## config.mk

```make
export PLATFORM = sky130hd
export DESIGN_NAME = cl_cfg_axil_initiator
export DESIGN_NICKNAME = d
export VERILOG_FILES = /design/src/rtl/cl_nvdla_pkg.sv /design/src/rtl/cl_cfg_axil_initiator.sv
export SDC_FILE = /design/constraint.sdc
export NUM_CORES = 1
export LEC_CHECK = 0
export ABC_AREA = 1
export ABC_CLOCK_PERIOD_IN_PS = 6800
export BUFFER_PORTS_ARGS = -buffer_cell sky130_fd_sc_hd__buf_2
export CAP_MARGIN = 0
export CORE_MARGIN = 5
export CORE_UTILIZATION = 50
export CTS_CLUSTER_DIAMETER = 50
export DETAILED_ROUTE_END_ITERATION = 6
export HOLD_SLACK_MARGIN = 0.15
export PLACE_DENSITY = 0.76
export SLEW_MARGIN = 15
export SYNTH_ARGS = -nofsm -noshare
export SYNTH_HDL_FRONTEND = slang
export SYNTH_SLANG_ARGS = --single-unit
```

## constraint.sdc

```tcl
create_clock -name clk -period 6.8 [get_ports clk]
set_input_delay 1.36 -clock clk [delete_from_list [all_inputs] [get_ports clk]]
set_output_delay 1.36 -clock clk [all_outputs]
set_load 0.05 [all_outputs]
```

## src/rtl/cl_nvdla_pkg.sv

```systemverilog
// Shared types and constants for the CL configuration-bus blocks.
// Holds the AXI response codes and the cfg-bus initiator FSM encoding.
package cl_nvdla_pkg;

    localparam logic [1:0] RESP_OKAY   = 2'b00;
    localparam logic [1:0] RESP_SLVERR = 2'b10;

    typedef enum logic [2:0] {
        ST_IDLE   = 3'd0,
        ST_WR_REQ = 3'd1,
        ST_RD_REQ = 3'd2,
        ST_WR_RSP = 3'd3,
        ST_RD_RSP = 3'd4,
        ST_GAP    = 3'd5
    } cfg_init_state_e;

endpackage

```

## src/rtl/cl_cfg_axil_initiator.sv

```systemverilog
// AXI4-Lite slave to cfg_bus initiator: one access at a time, every request terminated,
// with a timeout so a silent register target cannot stall the host.
module cl_cfg_axil_initiator
    import cl_nvdla_pkg::*;
#(
    parameter int          ADDR_W      = 32,
    parameter int          DATA_W      = 32,
    parameter int          TIMEOUT_CYC = 256,
    parameter logic [31:0] TO_RDATA    = 32'hDEAD_DEAD
) (
    input  logic                clk,
    input  logic                rst,

    input  logic [ADDR_W-1:0]   s_awaddr,
    input  logic                s_awvalid,
    output logic                s_awready,
    input  logic [DATA_W-1:0]   s_wdata,
    input  logic [DATA_W/8-1:0] s_wstrb,
    input  logic                s_wvalid,
    output logic                s_wready,
    output logic [1:0]          s_bresp,
    output logic                s_bvalid,
    input  logic                s_bready,
    input  logic [ADDR_W-1:0]   s_araddr,
    input  logic                s_arvalid,
    output logic                s_arready,
    output logic [DATA_W-1:0]   s_rdata,
    output logic [1:0]          s_rresp,
    output logic                s_rvalid,
    input  logic                s_rready,

    output logic [31:0]         cfg_addr,
    output logic [31:0]         cfg_wdata,
    output logic                cfg_wr,
    output logic                cfg_rd,
    input  logic                cfg_ack,
    input  logic [31:0]         cfg_rdata
);

    localparam int             CNT_W    = $clog2(TIMEOUT_CYC);
    localparam logic [CNT_W-1:0] CNT_LAST = CNT_W'(TIMEOUT_CYC - 1);

    cfg_init_state_e   state, state_nxt;

    logic              accept_en;
    logic              aw_held, w_held;
    logic              last_wr;
    logic [ADDR_W-1:0] aw_addr_q;
    logic [DATA_W-1:0] w_data_q;
    logic [CNT_W-1:0]  to_cnt;

    logic              aw_fire, w_fire, ar_fire;
    logic              wr_go, rd_go, req_ack, req_to;
    logic              wstrb_unused;

    // cfg_bus is full-word only; strobes are accepted and dropped.
    assign wstrb_unused = ^s_wstrb;

    // accept_en keeps all readies low during and for one cycle after reset.
    assign s_awready = accept_en && (state == ST_IDLE) && !aw_held;
    assign s_wready  = accept_en && (state == ST_IDLE) && !w_held;
    // A read may start only with no partial write held; on a tie with a fresh
    // write the side served last yields.
    assign s_arready = accept_en && (state == ST_IDLE) && !aw_held && !w_held &&
                       (!(s_awvalid && s_wvalid) || last_wr);

    assign aw_fire = s_awvalid && s_awready;
    assign w_fire  = s_wvalid  && s_wready;
    assign ar_fire = s_arvalid && s_arready;

    always_ff @(posedge clk or posedge rst) begin
        if (rst) begin
            state <= ST_IDLE;
        end else begin
            // NOTE: state elements use non-blocking assignments so every flop
            // samples pre-edge values regardless of statement order.
            state <= state_nxt;
        end
    end

    always_comb begin
        // NOTE: every output of this block gets a default first, so no path
        // leaves a value unassigned and no latch is inferred.
        state_nxt = state;
        wr_go     = 1'b0;
        rd_go     = 1'b0;
        req_ack   = 1'b0;
        req_to    = 1'b0;
        case (state)
            ST_IDLE: begin
                if (ar_fire) begin
                    rd_go     = 1'b1;
                    state_nxt = ST_RD_REQ;
                end else if ((aw_held || aw_fire) && (w_held || w_fire)) begin
                    wr_go     = 1'b1;
                    state_nxt = ST_WR_REQ;
                end
            end
            ST_WR_REQ, ST_RD_REQ: begin
                // An ack on the final timeout cycle still completes normally.
                req_ack = cfg_ack;
                req_to  = !cfg_ack && (to_cnt == CNT_LAST);
                if (req_ack || req_to) begin
                    state_nxt = (state == ST_WR_REQ) ? ST_WR_RSP : ST_RD_RSP;
                end
            end
            ST_WR_RSP: if (s_bready) state_nxt = ST_GAP;
            ST_RD_RSP: if (s_rready) state_nxt = ST_GAP;
            ST_GAP:    state_nxt = ST_IDLE;
            default:   state_nxt = ST_IDLE;
        endcase
    end

    always_ff @(posedge clk or posedge rst) begin
        if (rst) begin
            // NOTE: the capture registers are reset too; the visible payload
            // outputs must read zero out of reset and the flops are few.
            accept_en <= 1'b0;
            aw_held   <= 1'b0;
            w_held    <= 1'b0;
            last_wr   <= 1'b0;
            aw_addr_q <= '0;
            w_data_q  <= '0;
            to_cnt    <= '0;
            cfg_addr  <= '0;
            cfg_wdata <= '0;
            cfg_wr    <= 1'b0;
            cfg_rd    <= 1'b0;
            s_bvalid  <= 1'b0;
            s_bresp   <= RESP_OKAY;
            s_rvalid  <= 1'b0;
            s_rresp   <= RESP_OKAY;
            s_rdata   <= '0;
        end else begin
            accept_en <= 1'b1;

            if (aw_fire) begin
                aw_held   <= 1'b1;
                aw_addr_q <= s_awaddr;
            end
            if (w_fire) begin
                w_held   <= 1'b1;
                w_data_q <= s_wdata;
            end

            if (wr_go) begin
                cfg_addr  <= 32'(aw_held ? aw_addr_q : s_awaddr);
                cfg_wdata <= 32'(w_held ? w_data_q : s_wdata);
                cfg_wr    <= 1'b1;
                aw_held   <= 1'b0;
                w_held    <= 1'b0;
                last_wr   <= 1'b1;
                to_cnt    <= '0;
            end
            if (rd_go) begin
                cfg_addr <= 32'(s_araddr);
                cfg_rd   <= 1'b1;
                last_wr  <= 1'b0;
                to_cnt   <= '0;
            end

            if ((state == ST_WR_REQ || state == ST_RD_REQ) && !(req_ack || req_to)) begin
                to_cnt <= to_cnt + CNT_W'(1);
            end

            if (req_ack || req_to) begin
                cfg_wr <= 1'b0;
                cfg_rd <= 1'b0;
                if (state == ST_WR_REQ) begin
                    s_bvalid <= 1'b1;
                    s_bresp  <= req_ack ? RESP_OKAY : RESP_SLVERR;
                end else begin
                    s_rvalid <= 1'b1;
                    s_rresp  <= req_ack ? RESP_OKAY : RESP_SLVERR;
                    s_rdata  <= req_ack ? DATA_W'(cfg_rdata) : DATA_W'(TO_RDATA);
                end
            end

            if (state == ST_WR_RSP && s_bready) s_bvalid <= 1'b0;
            if (state == ST_RD_RSP && s_rready) s_rvalid <= 1'b0;
        end
    end

endmodule

```

* Word level (Yosys, flattened, before mapping)
Cells that the tools add are included.
W data, S select, Z words.
** Operators by class
- $add $sub $neg :: 1
- Equal/unequal tests :: 10
- Mux-type cells :: 38
- Bitwise logic cells :: 1
- Reductions and logical operators :: 41
** Operator list (count)
- $mux W32 :: 5
- $mux W8 :: 3
- $mux W1 :: 22
- $mux W3 :: 6
- $reduce_bool A2 Y1 :: 8
- $logic_and A1 B1 Y1 :: 14
- $pmux W3 S4 :: 1
- $add A8 B1 Y8 const B :: 1
- $eq A8 B8 Y1 const B :: 1
- $reduce_and A2 Y1 :: 4
- $eq A3 B2 Y1 const B :: 2
- $logic_or A1 B1 Y1 :: 6
- $ne A2 B2 Y1 const B :: 3
- $logic_not A1 Y1 :: 5
- $reduce_and A4 Y1 :: 1
- $eq A3 B1 Y1 const B :: 1
- $eq A3 B3 Y1 const B :: 1
- $logic_not A3 Y1 :: 1
- $ne A3 B2 Y1 const B :: 1
- $reduce_bool A3 Y1 :: 1
- $mux W2 :: 1
- $ne A2 B1 Y1 const B :: 1
- $reduce_or A2 Y1 :: 1
- $not A1 Y1 :: 1
** Word-level totals
- Register bits after elaboration :: 183

* Logic depth before layout (Yosys ltp)
Gate-level depths: netlist of the first run.
- Word-level depth :: 12
- Mapped depth :: 11
- Mapped depth without buffers :: 10

* Worst setup path after synthesis of the first run
No wires, ideal clock.
- Path kind :: in2out
- Start point :: input s_awvalid
- End point :: output s_arready
- Arrival time :: 2946 ps
- Data required time :: 5440 ps
- Slack :: 2494 ps
- Stages :: 3
- Path through :: nand2_1 -> nor2_1 -> nor4_1
** Between the ends
- Word-level cells in the longest chain between the ends :: 4
** RTL lines
- start, declared :: line cl_cfg_axil_initiator.sv:15 : input logic s_awvalid,
- $logic_and A1 B1 Y1 :: line cl_cfg_axil_initiator.sv:65 : (!(s_awvalid && s_wvalid) || last_wr);
- $logic_not A1 Y1 :: line cl_cfg_axil_initiator.sv:65
- $logic_or A1 B1 Y1 :: line cl_cfg_axil_initiator.sv:65
- $logic_and A1 B1 Y1 :: line cl_cfg_axil_initiator.sv:64 : assign s_arready = accept_en && (state == ST_IDLE) && !aw_held && !w_held &&
- end, declared :: line cl_cfg_axil_initiator.sv:26 : output logic s_arready,
No other way between the ends.

* Final worst setup path of the first run
Same ends and word-level chain as after synthesis.

==> impl_metrics.py, run 1 <==
metrics = {
    "final_layout": {
        "drive_gt1_frac": 0.235,
        "fin_cells": 1457,
        "fin_nets": 1367,
        "n_fill_cell": 1479,
        "synthToLayoutAreaGrowth_pct": 22.6,
        "final_cell_area_um2": 10100,
    },
    "synthesis": {
        "muxShareOfSynthArea": 0,
        "synth.area.top_cells": "dfrtp_1, nand2_1, o21ai_0, inv_1, o211ai_1",
        "synth_top_family_by_area": "simple AND/OR/NAND/NOR gates",
        "synth_edf_count": 0,
        "synth_flop_cell": "dfrtp_1",
        "synthTopCellsByCount": "nand2_1, dfrtp_1, inv_1",
        "synth_cell_types": 30,
        "synth-compound-area-share": 0.124,
        "synthAdderAreaFrac": 0.00153,
        "yosysWarningCount": 0,
        "synth_xor_xnor_area_share": 0,
        "avgSynthCellArea_um2": 8.06,
        "synthCells": 1018,
        "synth_top_cell_by_area": "dfrtp_1",
        "ys_ff_latch": 181,
        "ys_seq_area_frac": 0.552,
        "synth_area_um2": 8200,
        "synth.most_common_cell": "nand2_1",
        "async_reset_ff_frac": 1.00,
        "synth_top_area_share": 0.552,
        "yosys.area_share.simple": 0.239,
    },
    "sta": {
        "setup_viol": 0,
        "tns_ns": 0,
        "slew_headroom": 0.284,
        "timing.final.hold_violations": 0,
        "period_share": 0.520,
        "fmax_ghz": 0.283,
        "fin_crit_ns": 3.54,
        "tightest_slew_ns": 1.07,
        "rsz0062_at_grt": "no",
        "clock_skew_ns": 0.0111,
        "finalMaxSlewViolations": 0,
    },
    "clocking": {
        "worst_skew_pair.late_latency_ns": 0.43,
        "clockRootBuffer": "clkbuf_16",
        "cts_sinks": 181,
        "ctsHoldBuffers": 0,
        "path_clk_slew_ns": 0.07,
        "clockBufferDepth": 2,
        "cts_buffers": 17,
        "cts.htree.levels": 4,
        "cts_resized": 0,
        "post-cts-setup-buffers": 0,
        "cts_tree": "built",
    },
    "routing": {
        "detail_route.wl_per_cell_um": 14.1,
        "viasPerCell": 4.92,
        "wirelength_um": 20500,
        "drt_iter0_drc": 450,
        "drtPass1Iterations": 5,
        "drcViolationCount": 0,
        "vias": 7172,
        "detail-route-antenna-nets": 0,
    },
    "floorplan": {
        "start_util": 0.513,
        "coreArea_um2": 16000,
        "dieArea_um2": 19100,
        "die_w_um": 138,
        "pin_count": 247,
        "row_count": 46,
        "die_y_um": 138,
    },
    "critical_path": {
        "crit_arrival_ns": 2.18,
        "criticalPathCategory": "input port to primary output",
        "crit_required_ns": 5.44,
        "start_kind": "input port",
        "critPathMaxFanout": 3,
        "end_kind": "primary output",
    },
    "power": {
        "p_leak_uw": 0.00568,
        "ir_drop_mv": 0.252,
        "power_density_nw_per_um2": 525,
    },
    "grt": {
        "grt_usage": 0.212,
        "grt_start_max_net_pins": 111,
        "grt-ovfl-total": 0,
        "grt_pass1_vias": 6655,
        "antenna_found_initial": 4,
        "grt_pass1_wl_um": 33700,
    },
    "job": {
        "max_cap_viol_count": 0,
    },
    "run_status": {
        "run_status": "completed",
    },
    "min_path": {
        "hold_class": "register to register",
    },
    "placed_design": {
        "placed_area_um2": 9460,
        "hpwl_um": 13600,
        "port_buffers": 240,
        "dp_cells": 1423,
        "gp_congestion": 0.805,
    },
}
-- area by class of cell --
type	count	area (µm²)	area share
tap	216	270	0.0269
clock buffer	18	439	0.0437
antenna	3	7.51	0.000747
inverter	110	420	0.0418
sequential	181	4530	0.451
timing repair buffer	244	1230	0.122
multi-input combinational	672	3010	0.299
clock inverter	13	146	0.0146
-- sequential cells by signal (all words and copies together) (netlist names), 3 cells and up --
register	cells
aw_addr_q	32
s_rdata	32
to_cnt	8
cfg_addr	32
w_data_q	32
state	3
cfg_wdata	32
-- per-layer routing --
layer | up-vias | global-route usage | part of all wire
met2 | 176 | 0.340 | 0.49
met5 | - | 0 | 0.00034
met1 | 3372 | 0.285 | 0.45
met4 | 2 | 0.0671 | 0.0092
met3 | 16 | 0.0524 | 0.053
li1 | 3606 | - | -
-- cells in the final DEF, fill, tap and decap left out, types with 3 or more instances in the layout --
cell	n
nand4_1	8
dfrtp_1	180
a22o_1	10
nand3_1	15
nor2_4	3
o21ai_0	100
nor2_1	40
buf_2	240
a21oi_1	28
nand2_2	3
clkbuf_16	17
buf_4	4
nand2_1	415
inv_6	5
conb_1	3
inv_1	107
diode_2	3
o211ai_1	32
-- worst paths after layout --
| path | depth (start not counted) | end | startpoint | slack (ns) |
|---|---|---|---|---|
| hold / removal | 2 | cfg_wdata[29] | cfg_wdata[29] | 0.47 |
| setup reg to reg | 6 | cfg_addr[4] | w_held | 3.57 |
| hold reg to reg | 2 | cfg_wdata[29] | cfg_wdata[29] | 0.47 |
| setup / recovery | 5 | s_arready | s_awvalid | 3.26 |
| max in group asynchronous | 3 | cfg_wdata[25] | rst | 4.27 |
| min in group asynchronous | 2 | s_rdata[29] | rst | 1.04 |
-- power by group --
part / total, µW / switching [µW] / leakage (µW) / internal (µW)
sequential: 1870 / 311 / 0.00224 / 1560
combinational: 2430 / 1790 / 0.00315 / 635
clock: 983 / 428 / 0.000284 / 555
-- logic make-up after synthesis --
group / after synthesis
adder cells (fa/ha/maj): 1
AO/OA/AOI/OAI: 177
AND/OR/NAND/NOR: 491
flip-flops: 181
buffers and inverters: 166
other: 2
-- stage by stage --
| step | hold slack [ns] | total power [µW] | setup WS [ns] | util |
|---|---|---|---|---|
| global placement | 0.450 | 4270 | 3.02 | 0.591 |
| detailed placement | 0.454 | 4330 | 2.96 | 0.591 |
| floorplan | 0.453 | 3750 | 0.525 | - |
| finish | 0.466 | 5280 | 3.26 | 0.628 |
| global route | 0.482 | 5630 | 3.15 | 0.628 |
| CTS | 0.471 | 5320 | 3.27 | 0.628 |
-- worst max-delay path, cell delays in order --
cell     delay [ns]
buf_2          0.13
nand2_1        0.07
nor2_1         0.05
nor4_1         0.22
buf_2          0.34
No activity file was read; power rests on OpenSTA's default activity.
==> run 2, diff against run 1 <==
--- a/config.mk
+++ b/config.mk
@@ -5,16 +5,16 @@
 export SDC_FILE = /design/constraint.sdc
 export NUM_CORES = 1
 export LEC_CHECK = 0
-export ABC_AREA = 1
-export ABC_CLOCK_PERIOD_IN_PS = 6800
+export ABC_AREA = 0
+export ABC_CLOCK_PERIOD_IN_PS = 3100
 export BUFFER_PORTS_ARGS = -buffer_cell sky130_fd_sc_hd__buf_2
 export CAP_MARGIN = 0
 export CORE_MARGIN = 5
-export CORE_UTILIZATION = 50
+export CORE_UTILIZATION = 46
 export CTS_CLUSTER_DIAMETER = 50
 export DETAILED_ROUTE_END_ITERATION = 6
 export HOLD_SLACK_MARGIN = 0.15
-export PLACE_DENSITY = 0.76
+export PLACE_DENSITY = 0.74
 export SLEW_MARGIN = 15
 export SYNTH_ARGS = -nofsm -noshare
 export SYNTH_HDL_FRONTEND = slang
==> constraint.sdc (replaced) <==
create_clock -name clk -period 3.1 [get_ports clk]
set_input_delay 0.62 -clock clk [delete_from_list [all_inputs] [get_ports clk]]
set_output_delay 0.62 -clock clk [all_outputs]
set_load 0.05 [all_outputs]
==> run 2 against run 1 <==
- global-route usage is 1.2 points lower
- largest cell class unchanged
- largest power group unchanged
- sequential share of layout area is 0.077 points higher
- hold slack worse by 0.17 ns
- utilization is 4.4 points lower
- critical endpoint unchanged
- worst setup slack worse by 3.0 ns
==> impl_metrics.py, run 2 <==
metrics = {
    "synthesis": {
        "ys_ff_latch": 181,
        "synth_cell_types": 42,
        "synth.most_common_cell": "dfrtp_1",
        "synth_top_area_share": 0.566,
        "synth_top_cell_by_area": "dfrtp_1",
        "synth_flop_cell": "dfrtp_1",
        "avgSynthCellArea_um2": 12.2,
        "synth_edf_count": 0,
        "ys_seq_area_frac": 0.566,
        "yosysWarningCount": 0,
        "synth.area.top_cells": "dfrtp_1, mux2_2, o21ai_0, mux2_1, o22a_1",
        "synthCells": 654,
        "async_reset_ff_frac": 1.00,
        "synth_area_um2": 8000,
        "synthTopCellsByCount": "dfrtp_1, mux2_2, o21ai_0",
    },
    "placed_design": {
        "dp_cells": 1097,
        "hpwl_um": 13900,
        "gp_congestion": 0.784,
        "port_buffers": 240,
        "placed_area_um2": 9470,
    },
    "grt": {
        "antenna_found_initial": 1,
        "grt_pass1_wl_um": 32500,
        "grt_pass1_vias": 6335,
        "grt_usage": 0.199,
        "grt_start_max_net_pins": 64,
        "grt-ovfl-total": 0,
    },
    "sta": {
        "fin_crit_ns": 2.84,
        "clock_skew_ns": 0.0102,
        "finalMaxSlewViolations": 0,
        "timing.final.hold_violations": 0,
        "slew_headroom": 0.421,
        "setup_viol": 0,
        "tightest_slew_ns": 0.866,
        "rsz0062_at_grt": "no",
        "tns_ns": 0,
        "fmax_ghz": 0.352,
        "period_share": 0.916,
    },
    "floorplan": {
        "die_w_um": 142,
        "die_y_um": 142,
        "dieArea_um2": 20100,
        "row_count": 48,
        "start_util": 0.466,
        "coreArea_um2": 17200,
        "pin_count": 247,
    },
    "routing": {
        "drtPass1Iterations": 6,
        "wirelength_um": 19300,
        "drt_iter0_drc": 216,
        "drcViolationCount": 0,
        "vias": 5925,
        "viasPerCell": 5.24,
        "detail-route-antenna-nets": 0,
        "detail_route.wl_per_cell_um": 17.1,
    },
    "critical_path": {
        "r2r_cells": 5,
        "r2r_setup_slack_ns": 0.61,
        "rr_startpoint": "state[0]",
        "crit_required_ns": 2.48,
        "crit_arrival_ns": 2.22,
        "criticalPathCategory": "register to primary output",
        "critPathMaxFanout": 13,
        "start_kind": "register",
        "end_kind": "primary output",
        "r2r_end": "cfg_wdata[29]",
    },
    "final_layout": {
        "synthToLayoutAreaGrowth_pct": 25.4,
        "final_cell_area_um2": 10000,
        "fin_nets": 1032,
        "n_fill_cell": 1507,
        "fin_cells": 1131,
        "drive_gt1_frac": 0.477,
        "fin_util": 0.584,
        "final_common_cell": "buf_2",
        "final_cell_mix": "buf_2, dfrtp_1, mux2_2, o21ai_0, nand2_1",
    },
    "clocking": {
        "worst_skew_pair.late_latency_ns": 0.42,
        "post-cts-setup-buffers": 0,
        "path_clk_slew_ns": 0.07,
        "clockBufferDepth": 2,
        "cts.htree.levels": 4,
        "cts_buffers": 17,
        "ctsHoldBuffers": 0,
        "cts_resized": 0,
        "cts_tree": "built",
        "cts_sinks": 181,
        "clockRootBuffer": "clkbuf_16",
    },
    "power": {
        "p_leak_uw": 0.00468,
        "ir_drop_mv": 0.743,
        "power_density_nw_per_um2": 1210,
    },
    "job": {
        "max_cap_viol_count": 0,
    },
    "run_status": {
        "run_status": "completed",
    },
    "min_path": {
        "hold_class": "input port to async pin",
    },
}
## run 2: changes by cell type after synthesis, sizes merged, moves of 13 or more
cell    before  now
nand2      418   45
o22a         0   22
o211ai      32    2
inv        110    6
a21oi       28   15
mux2         0  160
o21ai      102   71
## run 2: worst max-delay path by stage
| stage | start | end | slack (ns) | cells past startpoint |
|---|---|---|---|---|
| 2_1_floorplan | state[1] | s_arready | 0.01 | 4 |
| 3_3_place_gp | state[0] | cfg_wdata[30] | 0.65 | 5 |
| 3_5_place_dp | state[0] | cfg_wdata[27] | 0.62 | 5 |
| 4_1_cts | state[0] | s_arready | 0.25 | 5 |
| 5_1_grt | state[0] | s_arready | 0.13 | 5 |
| 6_report | state[0] | s_arready | 0.26 | 5 |
## run 2: final cells by class
class	instances	area [µm²]	share of cell area
Timing Repair Buffer	260	1380	0.137
Inverter	6	26.3	0.00262
Clock buffer	20	447	0.0445
Clock inverter	12	109	0.0109
Tap cell	225	282	0.0281
Antenna cell	2	5.00	0.000499
Multi-Input combinational cell	425	3260	0.325
Sequential cell	181	4530	0.451
## run 2: routing by layer
metal	wire, µm	track usage	up-vias
met3	1430	0.0536	24
met5	0	0	-
met2	9000	0.311	202
met4	312	0.0626	0
met1	8580	0.273	2881
li1	-	-	2818
## run 2: power breakdown
group	internal [µW]	switching [µW]	total (µW)	leakage, µW
Combinational	2010	3930	5940	0.00224
Clock	1080	963	2040	0.000269
Sequential	3510	611	4120	0.00217
## run 2: cell families (layout without fill, tap and decap cells)
family | Yosys count | after routing | synth area share
AO/OA/AOI/OAI | 138 | 138 | 0.110
XOR/XNOR | 1 | 1 | 0.00109
adder cells (fa/ha/maj) | 1 | 1 | 0.00156
buffers and inverters | 49 | 298 | 0.0271
flip-flops | 181 | 181 | 0.566
multiplexers | 161 | 161 | 0.226
other | 2 | 5 | 0.000939
AND/OR/NAND/NOR | 121 | 121 | 0.0671
## run 2: worst max-delay path: stages (launching register included)
cell and delay (ns):
dfrtp_1 0.52, or4b_1 0.59, nor2_1 0.21, nand2_1 0.07, nor2_1 0.11, buf_2 0.30
## run 2: stage by stage
step / hold slack (ns) / setup WS, ns / total power (µW)
finish: 0.294 / 0.260 / 12100
detailed placement: 0.469 / 0.620 / 10200
floorplan: 0.471 / 0.0141 / 8710
global placement: 0.463 / 0.655 / 9990
global route: 0.324 / 0.127 / 12900
CTS: 0.308 / 0.249 / 12200
